[src/rtl/pwm_pkg.sv]
// Shared PWM definitions: capture FSM states and default sizing constants
// common to the PWM generator and the PWM capture block.
package pwm_pkg;

  typedef enum logic [1:0] {
    IDLE      = 2'd0,
    WAIT_RISE = 2'd1,
    MEAS_HIGH = 2'd2,
    MEAS_LOW  = 2'd3
  } cap_state_e;

  localparam int PWM_CNT_W       = 16;
  localparam int PWM_TIMEOUT_CYC = 1024;
  localparam int PWM_SYNC_STAGES = 2;
  localparam int PWM_FILT_LEN    = 3;

endpackage

[src/rtl/pwm_sync_edge.sv]
// Input front end for pwm_capture: synchronizer, optional glitch filter
// (PWM_CAPTURE_FILTER_EN), previous-level flop and rise/fall detection.
module pwm_sync_edge #(
  parameter int SYNC_STAGES = 2
`ifdef PWM_CAPTURE_FILTER_EN
  , parameter int FILT_LEN = 3
`endif
) (
  input  logic clk,
  input  logic reset,
  input  logic pwm_in,
  output logic lvl_o,
  output logic rise_o,
  output logic fall_o
);

  logic [SYNC_STAGES-1:0] sync_q;
  logic                   synced;
  logic                   lvl;
  logic                   prev_q;

  always_ff @(posedge clk or posedge reset) begin
    if (reset) begin
      sync_q <= '0;
    end else begin
      sync_q <= {sync_q[SYNC_STAGES-2:0], pwm_in};
    end
  end

  assign synced = sync_q[SYNC_STAGES-1];

`ifdef PWM_CAPTURE_FILTER_EN
  localparam int FCNT_W = $clog2(FILT_LEN + 1);

  logic [FCNT_W-1:0] filt_cnt_q, filt_cnt_d;
  logic              filt_lvl_q, filt_lvl_d;

  // Count consecutive cycles that disagree with the filtered level; any
  // agreeing cycle restarts the count, so short glitches never get through.
  always_comb begin
    filt_cnt_d = '0;
    filt_lvl_d = filt_lvl_q;
    if (synced != filt_lvl_q) begin
      if (filt_cnt_q == FCNT_W'(FILT_LEN - 1)) begin
        filt_lvl_d = synced;
      end else begin
        filt_cnt_d = filt_cnt_q + 1'b1;
      end
    end
  end

  always_ff @(posedge clk or posedge reset) begin
    if (reset) begin
      filt_cnt_q <= '0;
      filt_lvl_q <= 1'b0;
    end else begin
      filt_cnt_q <= filt_cnt_d;
      filt_lvl_q <= filt_lvl_d;
    end
  end

  assign lvl = filt_lvl_q;
`else
  assign lvl = synced;
`endif

  always_ff @(posedge clk or posedge reset) begin
    if (reset) begin
      prev_q <= 1'b0;
    end else begin
      prev_q <= lvl;
    end
  end

  assign lvl_o  = lvl;
  assign rise_o = lvl & ~prev_q;
  assign fall_o = ~lvl & prev_q;

endmodule

[src/rtl/pwm_capture.sv]
// PWM capture: measures high time and rise-to-rise period of pwm_in in clk
// cycles, with stuck-high/low timeout flags. Glitch filter via PWM_CAPTURE_FILTER_EN.
module pwm_capture
  import pwm_pkg::*;
#(
  parameter int CNT_W       = PWM_CNT_W,
  parameter int SYNC_STAGES = PWM_SYNC_STAGES,
  parameter int TIMEOUT_CYC = PWM_TIMEOUT_CYC
`ifdef PWM_CAPTURE_FILTER_EN
  , parameter int FILT_LEN  = PWM_FILT_LEN
`endif
) (
  input  logic             clk,
  input  logic             reset,
  input  logic             pwm_in,
  input  logic             enable,
  output logic [CNT_W-1:0] high_cnt,
  output logic [CNT_W-1:0] period_cnt,
  output logic             meas_valid,
  output logic             stuck_high,
  output logic             stuck_low
);

  localparam logic [CNT_W-1:0] TMO    = CNT_W'(TIMEOUT_CYC);
  localparam logic [CNT_W-1:0] TMO_M1 = CNT_W'(TIMEOUT_CYC - 1);

  logic lvl, rise, fall, timeout;

  cap_state_e       state_q, state_d;
  logic [CNT_W-1:0] run_cnt_q, run_cnt_d;
  logic [CNT_W-1:0] hi_hold_q, hi_hold_d;
  logic [CNT_W-1:0] high_q, high_d;
  logic [CNT_W-1:0] period_q, period_d;
  logic             valid_q, valid_d;
  logic             stuck_hi_q, stuck_hi_d;
  logic             stuck_lo_q, stuck_lo_d;

  pwm_sync_edge #(
    .SYNC_STAGES(SYNC_STAGES)
`ifdef PWM_CAPTURE_FILTER_EN
    , .FILT_LEN(FILT_LEN)
`endif
  ) u_sync_edge (
    .clk   (clk),
    .reset (reset),
    .pwm_in(pwm_in),
    .lvl_o (lvl),
    .rise_o(rise),
    .fall_o(fall)
  );

  // Timeout fires on the cycle the run counter steps onto TIMEOUT_CYC, so a
  // saturated counter raises each flag only once per silent stretch.
  assign timeout = (state_q != IDLE) && !rise && (run_cnt_q == TMO_M1);

  always_comb begin
    state_d    = state_q;
    run_cnt_d  = run_cnt_q;
    hi_hold_d  = hi_hold_q;
    high_d     = high_q;
    period_d   = period_q;
    valid_d    = 1'b0;
    stuck_hi_d = stuck_hi_q;
    stuck_lo_d = stuck_lo_q;

    if (!enable) begin
      state_d    = IDLE;
      run_cnt_d  = '0;
      stuck_hi_d = 1'b0;
      stuck_lo_d = 1'b0;
    end else if (state_q == IDLE) begin
      state_d   = WAIT_RISE;
      run_cnt_d = '0;
    end else begin
      if (rise) begin
        run_cnt_d = CNT_W'(1);
      end else if (run_cnt_q < TMO) begin
        run_cnt_d = run_cnt_q + 1'b1;
      end

      case (state_q)
        WAIT_RISE: if (rise) state_d = MEAS_HIGH;
        MEAS_HIGH: begin
          if (fall) begin
            state_d   = MEAS_LOW;
            hi_hold_d = run_cnt_q;
          end
        end
        MEAS_LOW: begin
          if (rise) begin
            state_d    = MEAS_HIGH;
            high_d     = hi_hold_q;
            period_d   = run_cnt_q;
            valid_d    = 1'b1;
            stuck_hi_d = 1'b0;
            stuck_lo_d = 1'b0;
          end
        end
        default: state_d = IDLE;
      endcase

      // A timeout abandons the measurement in progress; results keep their last values.
      if (timeout) begin
        state_d = WAIT_RISE;
        if (lvl) stuck_hi_d = 1'b1;
        else     stuck_lo_d = 1'b1;
      end
    end
  end

  always_ff @(posedge clk or posedge reset) begin
    if (reset) begin
      state_q    <= IDLE;
      run_cnt_q  <= '0;
      hi_hold_q  <= '0;
      high_q     <= '0;
      period_q   <= '0;
      valid_q    <= 1'b0;
      stuck_hi_q <= 1'b0;
      stuck_lo_q <= 1'b0;
    end else begin
      state_q    <= state_d;
      run_cnt_q  <= run_cnt_d;
      hi_hold_q  <= hi_hold_d;
      high_q     <= high_d;
      period_q   <= period_d;
      valid_q    <= valid_d;
      stuck_hi_q <= stuck_hi_d;
      stuck_lo_q <= stuck_lo_d;
    end
  end

  assign high_cnt   = high_q;
  assign period_cnt = period_q;
  assign meas_valid = valid_q;
  assign stuck_high = stuck_hi_q;
  assign stuck_low  = stuck_lo_q;

endmodule
[config.mk]
export PLATFORM = sky130hd
export DESIGN_NAME = pwm_capture
export DESIGN_NICKNAME = d
export VERILOG_FILES = /design/src/rtl/pwm_pkg.sv /design/src/rtl/pwm_sync_edge.sv /design/src/rtl/pwm_capture.sv
export SDC_FILE = /design/constraint.sdc
export NUM_CORES = 1
export LEC_CHECK = 0
export BUFFER_PORTS_ARGS = -buffer_cell sky130_fd_sc_hd__buf_2
export CORE_ASPECT_RATIO = 1.1
export CORE_MARGIN = 10
export CORE_UTILIZATION = 35
export CTS_CLUSTER_SIZE = 8
export DETAILED_ROUTE_END_ITERATION = 10
export SYNTH_ARGS = -nofsm -noshare
export SYNTH_HDL_FRONTEND = slang
export SYNTH_HIERARCHICAL = 1
export SYNTH_SLANG_ARGS = --single-unit
[constraint.sdc]
create_clock -name clk -period 2.2 [get_ports clk]
set_clock_uncertainty 0.15 [all_clocks]
set_input_delay 0.33 -clock clk [delete_from_list [all_inputs] [get_ports clk]]
set_output_delay 0.33 -clock clk [all_outputs]
set_load 0.02 [all_outputs]
[Yosys cells after proc, flatten, opt, wreduce, memory -nomap -nowiden]
Cells that the tools add are included.
Storage, ports and cells
  bits in registers: 72
  bits of input ports: 4
  output and inout bits: 35
  word-level logic and storage cells: 60
Cells by class
  add/sub/neg operators: 1
  $lt $le $gt $ge: 1
  eq/ne operators: 8
  mux-type cells: 26
  bitwise operators: 5
  reductions and logical operators: 9
Operator list (count)
  16-bit 2-to-1 mux: 4
  16-bit by 1-bit adder with 16-bit output (second input constant): 1
  16-bit by 10-bit equality test with 1-bit output (second input constant): 1
  16-bit by 11-bit less-than comparator with 1-bit output (second input constant): 1
  1-bit 2-to-1 mux: 16
  2-bit 2-to-1 mux: 5
  4-bit AND reduction: 2
  5-bit by 2-bit != test with 1-bit output (second input constant): 1
  5-bit != test (second input constant): 1
  2-bit equality test (second input constant): 2
  4-bit by 1-bit != test with 1-bit output (second input constant): 1
  2-bit one-hot mux with 2 select lines: 1
  1-bit NOT: 3
  1-bit AND: 2
  2-bit by 1-bit equality test with 1-bit output (second input constant): 1
  1-bit logical AND: 2
  2-bit zero test: 1
  2-bit != test (second input constant): 1
  2-bit AND reduction: 1
  2-bit nonzero test: 1
  2-bit OR reduction: 1
  1-bit zero test: 1

[Logic depth before layout (Yosys ltp)]
Gate-level depths: netlist (run 1).
  depth in word-level cells: 8
  depth in mapped cells: 7

[Modules after synthesis]
Netlist (run 1), hierarchy kept.
Modules (own cells, without submodules)
  pwm_capture: times used 1, cells an instance 261, area an instance 2745.1 µm², seq. area each 1726.7 µm²
  pwm_sync_edge: times used 1, cells an instance 6, area an instance 93.8 µm², seq. area each 75.1 µm²

[Worst setup path after synthesis (run 1)]
Ideal clock, no wire load.
  kind: register -> register
  start: reg run_cnt_q[15]
  end: reg state_q[1]
  data arrival time: 1.657 ns
  data required time: 1.929 ns
  path slack: 0.272 ns
  stages on the path, launching flop included: 5
  path buffers: 0
  cell sequence: dfrtp_1 nor4_4 nand4_4 or3_4 and3b_2
On the way
  cells in the longest elaborated chain, start to end: 5
  elaborated cells on any way between the ends: 8
  classes of those cells: eq/ne (3); mux (3); reduce/logical (2)
RTL lines
  start: declaration: line pwm_capture.sv:30  | logic [CNT_W-1:0] run_cnt_q, run_cnt_d;
  start signal: assignment: line pwm_capture.sv:123  | run_cnt_q <= run_cnt_d;
  16-bit by 10-bit equality test with 1-bit output (*): line pwm_capture.sv:54  | assign timeout = (state_q != IDLE) && !rise && (run_cnt_q == TMO_M1);
  1-bit logical AND (*): line pwm_capture.sv:54
  2-bit 2-to-1 mux: line pwm_capture.sv:103  | if (timeout) begin
  2-bit 2-to-1 mux: line pwm_capture.sv:71  | end else if (state_q == IDLE) begin
  2-bit 2-to-1 mux: line pwm_capture.sv:66  | if (!enable) begin
  end signal: assignment: line pwm_capture.sv:122  | state_q <= state_d;
  end: declaration: line pwm_capture.sv:29  | cap_state_e state_q, state_d;
Mark *: on every way between the ends. The rest lies on a longest branch, timed or not.
A chain may end at the register's enable or synchronous reset.

[Final worst setup path (run 1)]
  start: reg run_cnt_q[15]
  end: reg stuck_lo_q (netlist: stuck_low)
On the way
  cells in the longest elaborated chain, start to end: 5
RTL lines
  16-bit by 10-bit equality test with 1-bit output: line pwm_capture.sv:54
  1-bit logical AND: line pwm_capture.sv:54
  1-bit 2-to-1 mux: line pwm_capture.sv:103
  1-bit 2-to-1 mux: line pwm_capture.sv:71
  1-bit 2-to-1 mux: line pwm_capture.sv:66
  end signal: assignment: line pwm_capture.sv:129  | stuck_lo_q <= stuck_lo_d;
  end: declaration: line pwm_capture.sv:36  | logic stuck_lo_q, stuck_lo_d;
No other way between the ends. The select of a mux whose other input is x is not followed.

==> results of run 1 <==
report_power, final:
group | switching, W | internal, W
Clock | 0.000479 | 0.000581
Combinational | 0.0000501 | 0.0000234
Sequential | 0.0000107 | 0.00133
Total | 0.000540 | 0.00194
cell type report:
type / instances / share of cell area (%)
multi-input combinational: 179 / 28.5
inverter: 6 / 0.766
sequential: 72 / 52.5
tap: 108 / 3.94
clock inverter: 5 / 1.61
clock buffer: 11 / 4.41
timing repair buffer: 48 / 8.25
routing by layer:
metal,vias up,global-route usage (%)
li1,966,-
met1,906,12.5
met2,39,15.1
met3,4,4.05
met4,0,4.07
met5,-,0
path summary, 6_finish.rpt:
| check | endpoint | slack, ns | cells after the start |
|---|---|---|---|
| worst max-delay path | stuck_low | 0.31 | 4 |
| worst min-delay path | state_q[0] | 0.12 | 3 |
| worst max register to register | stuck_low | 0.31 | 4 |
| worst min register to register | u_sync_edge/sync_q[1] | 0.21 | 0 |
| max in group asynchronous | high_cnt[11] | 1.06 | 4 |
| min in group asynchronous | u_sync_edge/prev_q | 0.27 | 3 |
tightest hold or removal path: cells and delay by family:
family | cells | cell delay (ns)
AOI/OAI and AO/OA | 1 | 0.04
buffers and inverters | 1 | 0.14
and+or+nand+nor | 1 | 0.06
sequential cells by signal (all words and copies together) (netlist names):
signal,count
state_q,2
hi_hold_q,16
high_cnt,16
stuck_high,1
u_sync_edge/sync_q,2
run_cnt_q,16
meas_valid,1
period_cnt,16
stuck_low,1
u_sync_edge/prev_q,1
logic make-up after synthesis:
logic type	count (synthesis)
and+or+nand+nor	142
DFF	72
buffers and inverters	16
muxes	15
AOI/OAI and AO/OA	14
xor gates and xnor gates	7
adders and majority gates	1
through the flow:
stage / worst slack (ns) / instances / power, W / instance area (µm²) / utilization [%]
after floorplan: 0.272 / 267 / 0.00142 / 2840 / -
after global placement: 0.367 / 411 / 0.00144 / 3200 / 40.5
after detailed placement: 0.333 / 411 / 0.00144 / 3200 / 40.5
after CTS: 0.310 / 429 / 0.00252 / 3430 / 43.3
after global routing: 0.201 / 429 / 0.00258 / 3430 / 43.3
final: 0.315 / 429 / 0.00248 / 3430 / 43.3
synth_stat cells, drive strengths merged:
master	n	share of area (%)
dfrtp	72	63
o21ai	5	0.88
inv	6	0.79
a31oi	1	0.22
and2	7	1.6
xnor2	1	0.31
ha	1	0.44
nor2b	1	0.22
and3b	1	0.35
buf	3	0.40
a21oi	5	0.88
nor4bb	1	0.35
mux2	15	5.9
and4	1	0.31
or3	3	0.93
xor2	6	1.9
nand4b	1	0.31
clkbuf	7	0.93
o21a	1	0.26
nor4	1	0.75
and2b	1	0.31
nor2	10	1.3
nand2	101	13
nand4	5	1.6
nand3	7	1.2
nand2b	1	0.22
o31ai	2	0.53
and3	1	0.22
repair_timing:
item                                   CTS  global route
hold buffers                             2             0
endpoints found under the hold margin   10             0
setup buffers                            0             0
==> out/metrics.yaml, run 1 <==
worst_setup_path:
  timing_worst_setup_path_type: "reg -> reg"
  path_cells: "nor4_4 -> nand4_4 -> or3_4 -> o31ai_1"
  critical_path.top_delay_family: "simple AND/OR/NAND/NOR gates"
  start_kind: "flop"
  required_ns: 2.29
  crit_start: "run_cnt_q[15]"
  cp.arrival_ns: 1.98
  slowest_delay_ns: 0.42
  crit_slowest_cell: "dfrtp_1"
  r2r_start: "run_cnt_q[15]"
  worst-path-buf-inv: 0
  worstPathMaxFanout: 6
  end_kind: "flop"
floorplanning:
  start_util_pct: 35.9
  chipWidth_um: 106
  io_pins: 39
  core_area_mm2: 0.00791
  dieArea_mm2: 0.0121
  num_rows: 34
  die_h_um: 114
cells_and_area:
  area_growth_syn_to_layout_pct: 20.8
  nNetsFinal: 321
  multi_input_area_um2: 977
  diodes: 0
  drive_gt1_share_pct: 26.8
  fillers: 806
  final_cell_mix: "nand2_1 (101), dfrtp_1 (72), buf_2 (38), mux2_2 (15), clkbuf_8 (11)"
  seq_area_mm2: 0.00180
  layout_commonest_cell: "nand2_1"
cts:
  clock-sinks: 72
  insertion_delay_ns: 0.34
  tritoncts: "built"
  cts_buffer_depth: 2
  numCtsBuffers: 9
  htreeDepth: 3
  clk_pin_slew_worst_paths_ns: 0.08
  cts-resized-gates: 0
  root_buffer: "clkbuf_8"
synth:
  synthAdderAreaFrac_pct: 0.441
  synth_compound_area_share_pct: 2.78
  synthCells: 267
  synth_seq_area_share_pct: 63.5
  synth_seq_cells: 72
  yosys.area_share.simple_pct: 23.1
  synth_xor_area_share_pct: 2.16
  syn_nets: 272
  synth_top_family_by_area: "simple AND/OR/NAND/NOR gates"
  synth_area_mm2: 0.00284
  muxShareOfSynthArea_pct: 5.95
  synth_cell_types: 31
  avgSynthCellArea_um2: 10.6
  yosysWarnings: 6
sta:
  setup_viol: 0
  post-route-period-util_pct: 85.7
  worstMarginPinSlew_ns: 0.555
  slew_viol_final: 0
  rsz0062_at_grt: "false"
  finalHoldViolations: 0
  setup-tns-final_ns: 0
  slew_headroom_pct: 62.6
  hold_ws_ns: 0.118
  max_freq_mhz: 530
  period_needed_ns: 1.89
route:
  ant_nets: 0
  drcViolationCount: 0
  met2_wirelength_mm: 2.50
  first_pass_iters: 4
  top_layer: "met4"
  vias: 1915
  drt_iter0_markers: 95
  wl_met1_mm: 2.76
  finalWirelength_mm: 5.65
  dr_wl_met3_um: 327
  vias_per_cell: 4.46
  post_drt_wl_per_cell_um: 13.2
min_path:
  hold_class: "in -> reg"
  holdCritStartpoint: "enable"
global_routing:
  grt_usage_pct: 10.0
  grt_max_degree: 42
  grt_pass1_wl_mm: 9.88
  grt_pass1_vias: 2027
  antenna_found_initial: 0
  grt_overflow_total: 0
power:
  ir_worst_vdd_v: 0.000275
  p_leak_nw: 1.87
  p_per_area_mw_per_mm2: 723
place:
  finalWeightedCongestion: 0.781
  port_buffers: 38
  dp_hpwl_mm: 4.00
status:
  status: "completed"
job:
  maxCapViolCount: 0
Note: power is estimated with default switching activity, not from simulation.
==> run 2: changes to the inputs <==
--- a/config.mk
+++ b/config.mk
@@ -5,6 +5,7 @@
 export SDC_FILE = /design/constraint.sdc
 export NUM_CORES = 1
 export LEC_CHECK = 0
+export ABC_AREA = 1
 export BUFFER_PORTS_ARGS = -buffer_cell sky130_fd_sc_hd__buf_2
 export CORE_ASPECT_RATIO = 1.1
 export CORE_MARGIN = 10
==> out/metrics.yaml, run 2 <==
status:
  status: "completed"
place:
  port_buffers: 38  # unchanged
  dp.cells: 422  # +2.7%
  dp_hpwl_mm: 3.72  # -6.8%
  finalWeightedCongestion: 0.829  # +6.2%
synth:
  synthArstFlopShare_pct: 100  # unchanged
  synthTopCellsByArea: "dfrtp_1 (63%), mux2_1 (6.3%), nor2_1 (5.7%)"
  synth_area_mm2: 0.00285  # +0.44%
  synth_top_area_share_pct: 63.2  # -0.28 points
  synth_top_area_cell: "dfrtp_1"
  synth_seq_area_share_pct: 63.2  # -0.28 points
  synth_edf_count: 0  # unchanged
  synthCells: 280  # +4.9%
  synth_cell_types: 19  # -39%
  ys.flop_type: "dfrtp_1"
  yosysWarnings: 6  # unchanged
  synth.most_common_cell: "dfrtp_1"
  netlist_top_cells_count: "dfrtp_1 (72), nor2_1 (43), nand2_1 (42)"
  syn_nets: 285  # +4.8%
  synth_seq_cells: 72  # unchanged
  avgSynthCellArea_um2: 10.2  # -4.2%
route:
  drt_iter0_markers: 102  # +7.4%
  vias: 1995  # +4.2%
  post_drt_wl_per_cell_um: 12.2  # -7.0%
  vias_per_cell: 4.53  # +1.6%
  ant_nets: 0  # unchanged
  drcViolationCount: 0  # unchanged
  first_pass_iters: 4  # unchanged
  finalWirelength_mm: 5.39  # -4.6%
floorplanning:
  start_util_pct: 36.0  # +0.16 points
  core_area_mm2: 0.00791  # unchanged
  die_h_um: 115  # +0.18%
  chipWidth_um: 106  # +0.18%
  io_pins: 39  # unchanged
  dieArea_mm2: 0.0122  # +0.36%
  num_rows: 34  # unchanged
global_routing:
  grt_overflow_total: 0  # unchanged
  grt_pass1_wl_mm: 9.69  # -1.9%
  grt_usage_pct: 9.71  # -0.31 points
  grt_max_degree: 70  # +67%
  grt_pass1_vias: 2047  # +0.99%
  antenna_found_initial: 0  # unchanged
worst_setup_path:
  required_ns: 2.27  # -0.02 ns
  path_cells: "inv_1 -> nor2_1 -> nand3_2 -> nor2_4 -> buf_12 -> mux2_1"
  crit_slowest_cell: "dfrtp_1"
  worstPathMaxFanout: 49  # +43
  timing_worst_setup_path_type: "reg -> reg"
  cp.arrival_ns: 1.79  # -0.19 ns
  slowest_delay_ns: 0.40  # -0.02 ns
  end_kind: "flop"
  start_kind: "flop"
cts:
  insertion_delay_ns: 0.34  # about the same
  clock-sinks: 72  # unchanged
  numCtsBuffers: 9  # unchanged
  cts_buffer_depth: 2  # unchanged
  htreeDepth: 3  # unchanged
  clk_pin_slew_worst_paths_ns: 0.07  # about the same
  tritoncts: "built"
  root_buffer: "clkbuf_8"
  cts-resized-gates: 0  # unchanged
sta:
  worstMarginPinSlew_ns: 0.377  # -0.178 ns
  rsz0062_at_grt: "false"
  finalHoldViolations: 0  # unchanged
  post-route-period-util_pct: 78.3  # -7.4 points
  max_freq_mhz: 581  # +9.5%
  slew_viol_final: 0  # unchanged
  slew_headroom_pct: 74.7  # +12 points
  period_needed_ns: 1.72  # -0.163 ns
  setup_viol: 0  # unchanged
  setup-tns-final_ns: 0  # unchanged
cells_and_area:
  final_cell_mix: "dfrtp_1 (72), nor2_1 (43), nand2_1 (42), buf_2 (38), a21oi_1 (26)"
  nNetsFinal: 332  # +3.4%
  drive_gt1_share_pct: 19.9  # -6.9 points
  area_growth_syn_to_layout_pct: 17.9
  fillers: 789  # -2.1%
  diodes: 0  # unchanged
  fin_cells: 440  # +2.6%
  layout_commonest_cell: "dfrtp_1"
power:
  ir_worst_vdd_v: 0.000296  # +7.7%
  p_per_area_mw_per_mm2: 934  # +29%
  p_leak_nw: 1.67  # -11%
min_path:
  hold_class: "in -> reg"
job:
  maxCapViolCount: 0  # unchanged
[run 2: metal layers]
metal / vias up / GRT usage (%) / wire length (µm)
met5: - / 0 / 0
met4: 0 / 4.34 / 78
met3: 7 / 3.72 / 299
met2: 36 / 15.3 / 2480
met1: 956 / 11.5 / 2520
li1: 996 / - / -
[run 2: final timing paths]
check	start	depth (start not counted)	slack, ns	endpoint
min in group asynchronous	reset	3	0.27	u_sync_edge/sync_q[0]
worst min-delay path	enable	3	0.12	state_q[0]
worst max register to register	u_sync_edge/sync_q[1]	6	0.48	high_cnt[4]
worst min register to register	u_sync_edge/sync_q[0]	0	0.21	u_sync_edge/sync_q[1]
worst max-delay path	u_sync_edge/sync_q[1]	6	0.48	high_cnt[4]
max in group asynchronous	reset	4	1.12	high_cnt[5]
[run 2: repair_timing]
| action | CTS | global route |
|---|---|---|
| setup buffers | 0 | 0 |
| hold buffers | 2 | 0 |
| hold endpoints to repair | 73 | 0 |
| setup endpoints to repair | 0 | 0 |
[run 2: power breakdown]
group / switching, W / internal, W
sequential: 0.000102 / 0.00150
clock: 0.000481 / 0.000403
combinational: 0.000430 / 0.000223
total: 0.00101 / 0.00213
[run 2: per-stage QoR]
stage | hold slack [ns] | util, % | power, W | cell area, µm² | setup WS (ns)
final | 0.125 | 42.5 | 0.00314 | 3360 | 0.478
after global routing | 0.122 | 42.5 | 0.00336 | 3360 | 0.339
after CTS | 0.118 | 42.5 | 0.00319 | 3360 | 0.472
after detailed placement | 0.0863 | 40.2 | 0.00230 | 3180 | 0.484
after global placement | 0.0813 | 40.2 | 0.00229 | 3180 | 0.511
after floorplan | -0.0664 | - | 0.00205 | 2860 | 0.442
[run 2: final cells by class]
type / count / area, µm² / share of cell area (%)
multi-input cells: 171 / 885 / 26.3
repair buffers: 44 / 265 / 7.89
flip-flops and latches: 72 / 1800 / 53.6
clock buffers: 10 / 128 / 3.79
inverters: 29 / 113 / 3.35
well taps: 108 / 135 / 4.02
clock inverters: 6 / 36.3 / 1.08
[run 2: critical path, delay by kind of cell (launching register included)]
kind / cells / cell delay, ns
flip-flops: 1 / 0.40
AND/OR/NAND/NOR: 3 / 0.39
multiplexers: 1 / 0.35
buffers and inverters: 2 / 0.27
[run 2: logic make-up after synthesis]
family / synth area share [%]
mux: 6.32
simple gates: 15.8
flops: 63.2
fa+ha+maj: 0.439
compound gates: 8.51
buf+inv: 5.79
==> run 3: changes to the inputs <==
==> constraint.sdc (replaced) <==
create_clock -name clk -period 1.6 [get_ports clk]
set_clock_uncertainty 0.15 [all_clocks]
set_input_delay 0.24 -clock clk [delete_from_list [all_inputs] [get_ports clk]]
set_output_delay 0.24 -clock clk [all_outputs]
set_load 0.02 [all_outputs]
==> out/metrics.yaml, run 3 (same netlist as run 2, synthesis figures left out) <==
cts:
  tritoncts: "built"
  cts_buffer_depth: 2  # unchanged
  clk_pin_slew_worst_paths_ns: 0.07  # about the same
  htreeDepth: 3  # unchanged
  clock-sinks: 72  # unchanged
  insertion_delay_ns: 0.35  # about the same
  root_buffer: "clkbuf_8"
  numCtsBuffers: 9  # unchanged
sta:
  fin_ws_ns: 0.0143  # -0.464 ns
  slew_viol_final: 0  # unchanged
  post-route-period-util_pct: 99.1  # +21 points
  max_freq_mhz: 631  # +8.6%
  hold_ws_ns: 0.0343  # -0.0907 ns
  rsz0062_at_grt: "true"
  finalHoldViolations: 0  # unchanged
  worstMarginPinSlew_ns: 0.466  # +0.0893 ns
  setup_viol: 0  # unchanged
  slew_headroom_pct: 68.9  # -5.8 points
  period_needed_ns: 1.59  # -0.136 ns
worst_setup_path:
  worstPathMaxFanout: 23  # -53%
  path_depth: 5  # -1
  timing_worst_setup_path_type: "reg -> reg"
  worst-path-buf-inv: 1  # -1
  cp.arrival_ns: 1.66  # -0.13 ns
  crit_top_cell: "nor2_4"
  end_kind: "flop"
  required_ns: 1.68  # -0.59 ns
  critical_path.top_delay_family: "flip-flops"
  start_kind: "flop"
  r2r_cells: 5  # -1
  slowest_delay_ns: 0.41  # about the same
  path_cells: "nor2_4 -> nand3_2 -> nor2_4 -> buf_12 -> mux2_1"
  crit_slowest_cell: "dfrtp_1"
route:
  first_pass_iters: 4  # unchanged
  dr_wl_met3_um: 247  # -17%
  met2_wirelength_mm: 2.69  # +8.2%
  top_layer: "met4"
  vias: 2045  # +2.5%
  vias_per_cell: 4.54  # +0.23%
  drt_iter0_markers: 97  # -4.9%
  ant_nets: 0  # unchanged
  finalWirelength_mm: 5.78  # +7.4%
  drcViolationCount: 0  # unchanged
  wl_met1_mm: 2.67  # +6.1%
  post_drt_wl_per_cell_um: 12.9  # +5.0%
place:
  finalWeightedCongestion: 0.796  # -4.0%
  dp.cells: 431  # +2.1%
  port_buffers: 38  # unchanged
  place_ws_ns: -0.0183  # -0.502 ns
  dp_hpwl_mm: 4.14  # +11%
global_routing:
  grt_usage_pct: 10.1  # +0.41 points
  grt_max_degree: 39  # -44%
  grt_pass1_wl_mm: 9.83  # +1.4%
  grt_pass1_vias: 2121  # +3.6%
  grt_overflow_total: 0  # unchanged
  antenna_found_initial: 0  # unchanged
power:
  ir_worst_vdd_v: 0.000457  # +54%
  total_power_w: 0.00451  # +43%
  p_per_area_mw_per_mm2: 1260  # +35%
  p_leak_nw: 1.74  # +4.1%
cells_and_area:
  fin_cells: 450  # +2.3%
  drive_gt1_share_pct: 28.1  # +8.2 points
  layout_commonest_cell: "dfrtp_1"
  diodes: 0  # unchanged
  final_cell_mix: "dfrtp_1 (72), nand2_1 (41), nor2_1 (38), buf_2 (38), a21oi_1 (26)"
  area_growth_syn_to_layout_pct: 25.0
  nNetsFinal: 343  # +3.3%
floorplanning:
  num_rows: 34  # unchanged
  io_pins: 39  # unchanged
  die_h_um: 115  # unchanged
  dieArea_mm2: 0.0122  # unchanged
  start_util_pct: 36.0  # unchanged
  core_area_mm2: 0.00791  # unchanged
  chipWidth_um: 106  # unchanged
status:
  status: "completed"
min_path:
  hold_class: "in -> reg"
  min_path_cells: 3  # unchanged
job:
  maxCapViolCount: 0  # unchanged
## run 3: power by group
group	switching [W]	internal (W)	total, W
Combinational	0.000610	0.000334	0.000944
Clock	0.000651	0.000705	0.00136
Sequential	0.000139	0.00207	0.00221
Total	0.00140	0.00310	0.00451
## run 3: final timing paths
check                                      start                     to  slack, ns
min in group asynchronous                  reset  u_sync_edge/sync_q[1]       0.17
hold / removal                            enable             state_q[0]       0.03
setup / recovery              u_sync_edge/prev_q           high_cnt[13]       0.01
max in group asynchronous                  reset           run_cnt_q[5]       0.45
setup reg to reg              u_sync_edge/prev_q           high_cnt[13]       0.01
hold reg to reg            u_sync_edge/sync_q[0]  u_sync_edge/sync_q[1]       0.20
## run 3: routing by layer
| layer | vias to the layer above | track usage (%) |
|---|---|---|
| li1 | 1021 | - |
| met5 | - | 0 |
| met3 | 16 | 3.43 |
| met4 | 0 | 5.78 |
| met1 | 970 | 11.9 |
| met2 | 38 | 15.8 |
## run 3: area by class of cell
class | instances | area, µm²
Clock buffer | 9 | 124
Clock inverter | 6 | 61.3
Fill cell | 773 | 4350
Inverter | 29 | 113
Multi-Input combinational cell | 171 | 966
Sequential cell | 72 | 1800
Tap cell | 108 | 135
Timing Repair Buffer | 55 | 364
## run 3: worst register-to-register path: stages (launching register included)
cell	delay, ns
dfrtp_1	0.41
nor2_4	0.13
nand3_2	0.11
nor2_4	0.16
buf_12	0.18
mux2_1	0.34
## run 3: timing repair
action	in CTS	in global routing
hold buffers	2	0
pin swaps	0	2
gates cloned	0	0
resized for setup	2	19
setup endpoints to repair	7	34
endpoints found under the hold margin	20	0
setup buffers	0	2
## run 3: through the flow
stage / TNS, ns / utilization (%) / instance area, µm²
finish: 0 / 45.1 / 3560
global route: -1.17 / 45.1 / 3560
CTS: -0.0137 / 43.9 / 3480
detailed placement: -0.0183 / 41.3 / 3270
global placement: -0.000483 / 41.3 / 3270
floorplan: 0 / - / 2860
